==> src/rtl/breakout_pkg.sv <==
// Shared Breakout definitions: lives FSM states and default game tuning constants.
package breakout_pkg;

  typedef enum logic [1:0] {
    PLAY    = 2'd0,
    RESPAWN = 2'd1,
    DEAD    = 2'd2
  } lives_state_t;

  localparam int DEFAULT_MAX_LIVES      = 5;
  localparam int DEFAULT_START_LIVES    = 3;
  localparam int DEFAULT_RESPAWN_FRAMES = 60;

endpackage

==> src/rtl/rising_edge_detect.sv <==
// Single-cycle pulse on each rising edge of a level input; the history register's
// reset value decides whether a level held through reset is seen as an edge.
module rising_edge_detect #(
  parameter logic RESET_VALUE = 1'b1
) (
  input  logic clk,
  input  logic reset,
  input  logic in,
  output logic out_pulse
);

  logic in_q;

  // History register samples the input every cycle regardless of consumer state.
  always_ff @(posedge clk) begin
    if (reset) begin
      in_q <= RESET_VALUE;
    end else begin
      in_q <= in;
    end
  end

  assign out_pulse = in & ~in_q;

endmodule

==> src/rtl/lives_manager.sv <==
// Breakout player-lives tracker: counts lives, awards capped bonuses, times the
// respawn after a loss and latches game-over until a new game is requested.
module lives_manager
  import breakout_pkg::*;
#(
  parameter int MAX_LIVES      = DEFAULT_MAX_LIVES,
  parameter int START_LIVES    = DEFAULT_START_LIVES,
  parameter int RESPAWN_FRAMES = DEFAULT_RESPAWN_FRAMES,
  localparam int LW = $clog2(MAX_LIVES + 1)
) (
  input  logic          clk,
  input  logic          reset,
  input  logic          frame_tick,
  input  logic          ball_lost,
  input  logic          bonus_life,
  input  logic          new_game,
  output logic [LW-1:0] lives,
  output logic          serving,
  output logic          game_over,
  output logic          life_lost
);

  localparam int TW = $clog2(RESPAWN_FRAMES + 1);

  localparam logic [LW-1:0] MAX_L   = LW'(MAX_LIVES);
  localparam logic [LW-1:0] START_L = LW'(START_LIVES);
  localparam logic [TW-1:0] RESP_T  = TW'(RESPAWN_FRAMES);

  lives_state_t  state;
  logic [TW-1:0] timer;
  logic          lost_edge;

  // History starts at 1 so a ball_lost level held through reset is not a loss.
  rising_edge_detect #(
    .RESET_VALUE(1'b1)
  ) u_lost_edge (
    .clk      (clk),
    .reset    (reset),
    .in       (ball_lost),
    .out_pulse(lost_edge)
  );

  always_ff @(posedge clk) begin
    if (reset) begin
      state     <= PLAY;
      lives     <= START_L;
      timer     <= '0;
      serving   <= 1'b0;
      game_over <= 1'b0;
      life_lost <= 1'b0;
    end else begin
      life_lost <= 1'b0;
      if (new_game) begin
        state     <= RESPAWN;
        lives     <= START_L;
        timer     <= RESP_T;
        serving   <= 1'b1;
        game_over <= 1'b0;
      end else begin
        case (state)
          PLAY: begin
            if (lost_edge) begin
              life_lost <= 1'b1;
              if (bonus_life) begin
                // Loss and bonus in the same cycle cancel; the ball still respawns.
                state   <= RESPAWN;
                timer   <= RESP_T;
                serving <= 1'b1;
              end else if (lives <= LW'(1)) begin
                lives     <= '0;
                state     <= DEAD;
                game_over <= 1'b1;
              end else begin
                lives   <= lives - LW'(1);
                state   <= RESPAWN;
                timer   <= RESP_T;
                serving <= 1'b1;
              end
            end else if (bonus_life && (lives < MAX_L)) begin
              lives <= lives + LW'(1);
            end
          end

          RESPAWN: begin
            if (bonus_life && (lives < MAX_L)) begin
              lives <= lives + LW'(1);
            end
            if (frame_tick) begin
              if (timer <= TW'(1)) begin
                timer   <= '0;
                state   <= PLAY;
                serving <= 1'b0;
              end else begin
                timer <= timer - TW'(1);
              end
            end
          end

          DEAD: begin
            lives     <= '0;
            game_over <= 1'b1;
            serving   <= 1'b0;
          end

          default: begin
            state     <= PLAY;
            serving   <= 1'b0;
            game_over <= 1'b0;
          end
        endcase
      end
    end
  end

endmodule

==> config.mk <==
export PLATFORM = sky130hd
export DESIGN_NAME = lives_manager
export DESIGN_NICKNAME = d
export VERILOG_FILES = /design/src/rtl/breakout_pkg.sv /design/src/rtl/rising_edge_detect.sv /design/src/rtl/lives_manager.sv
export SDC_FILE = /design/constraint.sdc
export NUM_CORES = 1
export LEC_CHECK = 0
export CORE_MARGIN = 3
export CORE_UTILIZATION = 36
export DETAILED_ROUTE_END_ITERATION = 12
export GPL_TIMING_DRIVEN = 0
export SKIP_LAST_GASP = 1
export SYNTH_ARGS = -nofsm -noshare
export SYNTH_HDL_FRONTEND = slang
export SYNTH_SLANG_ARGS = --single-unit
==> constraint.sdc <==
create_clock -name clk -period 2.5 [get_ports clk]
set_input_delay 0.375 -clock clk [delete_from_list [all_inputs] [get_ports clk]]
set_output_delay 0.375 -clock clk [all_outputs]
set_load 0.05 [all_outputs]
## Word-level counts from Yosys, hierarchy flattened

Index checks and enable logic that the tools add are counted.

- Latch bits: 0
- Memories: 0
- Input port bits: 6
- Word-level logic and storage cells: 79
- Memory bits (read-only): 0
- RAM bits: 0
- Output and inout bits: 6
- Bits in registers: 15

- Reduce and logical (&&, ||, !) cells: 14
- Add/subtract/negate cells: 3
- Divide/modulo/power cells: 0
- Bitwise operators: 5
- Order comparisons: 3
- Equal/unequal tests: 14
- Shift-type cells: 0
- Muxes and demuxes: 31
- $mul: 0

Operators by type and width:

| operator | number |
|---|---|
| 2-to-1 mux 6 bit | 6 |
| AND reduction 4 bit | 6 |
| != test 3 bit, second input constant | 5 |
| 2-to-1 mux 3 bit | 4 |
| != test 2 bit, second input constant | 6 |
| case mux 6 bit (2 select lines) | 1 |
| 2-to-1 mux 1 bit | 11 |
| 2-to-1 mux 2 bit | 5 |
| case mux 3 bit (3 select lines) | 1 |
| less-or-equal comparator 6 x 1 -> 1 bit, second input constant | 1 |
| case mux 2 bit (3 select lines) | 1 |
| nonzero test 3 bit | 2 |
| subtractor 6 x 1 -> 6 bit, second input constant | 1 |
| != test 4 bit, second input constant | 1 |
| NOT 1 bit | 4 |
| adder 3 x 1 -> 3 bit, second input constant | 1 |
| less-or-equal comparator 3 x 1 -> 1 bit, second input constant | 1 |
| < comparator 3 bit, second input constant | 1 |
| case mux 1 bit (3 select lines) | 1 |
| OR reduction 3 bit | 1 |
| subtractor 3 x 1 -> 3 bit, second input constant | 1 |
| == test 2 x 1 -> 1 bit, second input constant | 1 |
| == test 2 bit, second input constant | 1 |
| logical NOT 2 bit | 1 |
| 6 further kinds | 6 |

## Depth between registers and ports, before layout

- Word-level depth: 6
- Depth in mapped cells: 8
- Mapped depth without buffers: 7

## Cells and area by module

Synthesis repeated with hierarchy kept, for this count alone.

- Cells, all modules: 126
- Area total of the unflattened synthesis: 1008.5 sq um

Modules (own cells, without submodules):

| module | area an instance (sq um) | seq. area each (sq um) | times used | cells an instance |
|---|---|---|---|---|
| lives_manager | 975.9 | 280.3 | 1 | 123 |
| rising_edge_detect | 32.5 | 20.0 | 1 | 3 |

## Least setup slack after synthesis

No wires, ideal clock.

- Path type: reg2reg
- Start: register lives[1]
- End: register timer[4]
- Data required time: 2.372 ns
- Setup time: 0.128 ns
- Setup slack: 0.148 ns
- Path buffers: 1
- Stages on the path, launching flop included: 9
- Clock period less this slack: 2.352 ns
- Arrival: 2.223 ns
- Path through: dfxtp_1 -> inv_1 -> ha_1 -> o21bai_2 -> a22o_2 -> or3_1 -> clkbuf_2 -> o21ai_0 -> a221oi_1

- Word-level cells in the longest chain between the ends: 3

Ends and longest elaborated chain:

| item | line | RTL |
|---|---|---|
| start, declared | lives_manager.sv:17 | `output logic [LW-1:0] lives,` |
| start signal, assigned | lives_manager.sv:74 | `lives <= lives - LW'(1);` |
| start signal, assigned | lives_manager.sv:80 | `lives <= lives + LW'(1);` |
| start signal, assigned | lives_manager.sv:86 | `lives <= lives + LW'(1);` |
| less-or-equal comparator 3 x 1 -> 1 bit | lives_manager.sv:69 | `end else if (lives <= LW'(1)) begin` |
| != test 4 bit (no line) | -- |  |
| AND reduction 4 bit (no line) | -- |  |
| end signal, assigned | lives_manager.sv:94 | `timer <= timer - TW'(1);` |
| end, declared | lives_manager.sv:30 | `logic [TW-1:0] timer;` |

No other way between the ends.
A chain may end at the register's enable or synchronous reset.

## Worst setup path in the final report

Ends and elaborated chain as after synthesis.

==> results.toml <==
[run_status]
run_status = "complete, no violations"

[setup_path]
crit_path_start = "lives[1]"
cp.required_ns = 2.67
slowest_stage = "dfxtp_1"
path_max_fanout = 8
start_kind = "flip-flop"
crit_chain = "inv_1 -> ha_1 -> o21bai_2 -> a22o_2 -> or3_1 -> clkbuf_2 -> o21ai_0 -> a221oi_1"
critical_path_class = "flip-flop to flip-flop"
cp.arrival_ns = 2.36
crit_path_max_incr_delay_ns = 0.50
rr_startpoint = "lives[1]"
cp-end-kind = "flip-flop"

[power]
p_leak_nw = 0.4800
cellPowerDensity_nw_per_um2 = 487.6
ir_drop_uv = 357.9
finalPower_mw = 0.5674

[floorplanning]
row_count = 18
die_h_um = 58.40
fp.dieArea_um2 = 3411
die_w_um = 58.40
initial_core_util = 0.3884
coreArea_um2 = 2545
pin_count = 12

[yosys]
syn_inst = 125
avgSynthCellArea_um2 = 7.908
synth.most_common_cell = "dfxtp_1"
synth_top_family_by_area = "compound AO/OA/AOI/OAI gates"
ys_seq_area_frac = 0.3038
synth_edf_count = 0
synth_xor_area_frac = 0
netlist_top_cells_area = "dfxtp_1 (30%), ha_1 (11%), inv_1 (5.3%), a21oi_1 (5.1%), nor3_1 (4.1%)"
synth-simple-area-share = 0.2494
synth_ff_type = "dfxtp_1"
synthTopCellsByCount = "dfxtp_1 (15), inv_1 (14), a21oi_1 (10), ha_1 (9), nor2_1 (9)"
synth_compound_area_frac = 0.2595
ys_async_sr_fraction = 0
synth_top_area_cell = "dfxtp_1"
yosys.area_share.adder = 0.1139
syn_nets = 140
synth_top_area_frac = 0.3038
synth_area_um2 = 988.4
synth_seq_cells = 15
yosys.cell_types.count = 37
muxShareOfSynthArea = 0.01139
yosysWarningCount = 0

[route]
drtPass1Iterations = 4
wl_per_cell_um = 12.14
viasPerCell = 5.312
vias = 903
drt-total-wl_mm = 2.064
antenna_left = 0
first_iter_violations = 29
drc = 0

[clocking]
clk_pin_slew_worst_paths_ns = 0.10
numCtsBuffers = 3
clock_tree.buffer_depth = 2
cts_resized = 0
cts_sinks = 15
hold_buffers = 0
cts-root-buf = "clkbuf_4"
htreeDepth = 1
clkLatencyLatePin_ns = 0.29
post-cts-setup-buffers = 0
cts_tree = "yes"

[timing]
slew_viol_final = 0
worstMarginPinSlew_ns = 0.5030
setup_viol = 0
fin_skew_ns = 0.01254
hold_violations = 0
setup_tns_ns = 0
slew_headroom = 0.6636
rsz0062_at_grt = "no"
max_freq_mhz = 458.3
period_needed_ns = 2.182
period_share = 0.8728

[layout]
drive_above_1_share = 0.1000
finalNetCount = 156
area_growth_pct = 17.72
fin_area_um2 = 1164
antenna_cells = 0

[placed_design]
placed_area_um2 = 1136
place.gp.congestion = 0.8045
io_buffers = 11
hpwl_mm = 1.614

[run]
drv_cap = 0

[global_routing]
antenna_found_initial = 0
grt_pass1_wl_mm = 3.670
grt_util_all_layers = 0.1396
grt_max_degree = 11
grt_pass1_vias = 837
grt_overflow = 0

[hold_path]
min_from = "timer[5]"
hp-class = "flip-flop to flip-flop"
## layout make-up
cell class	instances	area (um^2)
plain buffers	2	8.758
clock buffers	3	22.52
clock inverters	1	5.005
fillers	260	1381
inverters	14	52.55
multi-input cells	94	626.9
flip-flops and latches	15	300.3
well taps	30	37.54
repair buffers	11	110.1
## path summary, 6_finish.rpt
kind / slack [ns] / to / cells past startpoint
min reg2reg: 0.49 / timer[5] / 2
max: 0.32 / timer[4] / 8
min: 0.49 / timer[5] / 2
max reg2reg: 0.32 / timer[4] / 8
## through the flow
step / instances / utilization / setup slack (ns) / hold slack, ns
after floorplan: 125 / - / 0.1483 / 0.4441
after global placement: 166 / 0.4464 / 0.2553 / 0.4689
after detailed placement: 166 / 0.4464 / 0.2538 / 0.4722
after CTS: 170 / 0.4572 / 0.3020 / 0.4888
after global routing: 170 / 0.4572 / 0.1668 / 0.5115
final: 170 / 0.4572 / 0.3179 / 0.4895
## worst max-delay path: cells and delay by family, from the launching register on
family          cells  cell delay [ns]
buf+inv             2             0.26
compound gates      4             0.77
simple gates        1             0.34
fa+ha+maj           1             0.18
flops               1             0.50
## flip-flops by register name, indices dropped and copies added, names as in the netlist
name	count
game_over	1
life_lost	1
lives	3
serving	1
state	2
timer	6
u_lost_edge.in_q	1
## cells in the final DEF, fill, tap and decap left out, drive strengths merged, types with 2 or more instances in the layout
cell and count:
nand2 8, a211oi 4, nand3 2, clkbuf 5, a31oi 2, nor3b 2, a21oi 11, nor4 2
nand2b 4, dfxtp 15, nor3 8, a221oi 2, nor2 9, or3 3, or2 3, ha 9
clkdlybuf4s50 11, o21bai 3, nor2b 2, o21ai 8, inv 14
## power breakdown
| part | leakage (nW) | internal [mW] | switching [mW] |
|---|---|---|---|
| clock | 0.0177 | 0.0595 | 0.0829 |
| combinational | 0.338 | 0.0659 | 0.0885 |
| sequential | 0.124 | 0.254 | 0.0169 |
## kinds of logic after synthesis
group / count (synthesis)
adder cells (fa/ha/maj): 9
flip-flops: 15
AO/OA/AOI/OAI: 38
AND/OR/NAND/NOR: 46
multiplexers: 1
buffers and inverters: 16
## routing by layer
| metal | share of wire | global-route usage | vias up |
|---|---|---|---|
| met4 | 0.015 | 0.05960 | 0 |
| met5 | 0 | 0 | - |
| li1 | - | - | 475 |
| met3 | 0.040 | 0.03947 | 4 |
| met2 | 0.44 | 0.2137 | 16 |
| met1 | 0.50 | 0.1828 | 408 |
Note: power is estimated with default switching activity, not from simulation.
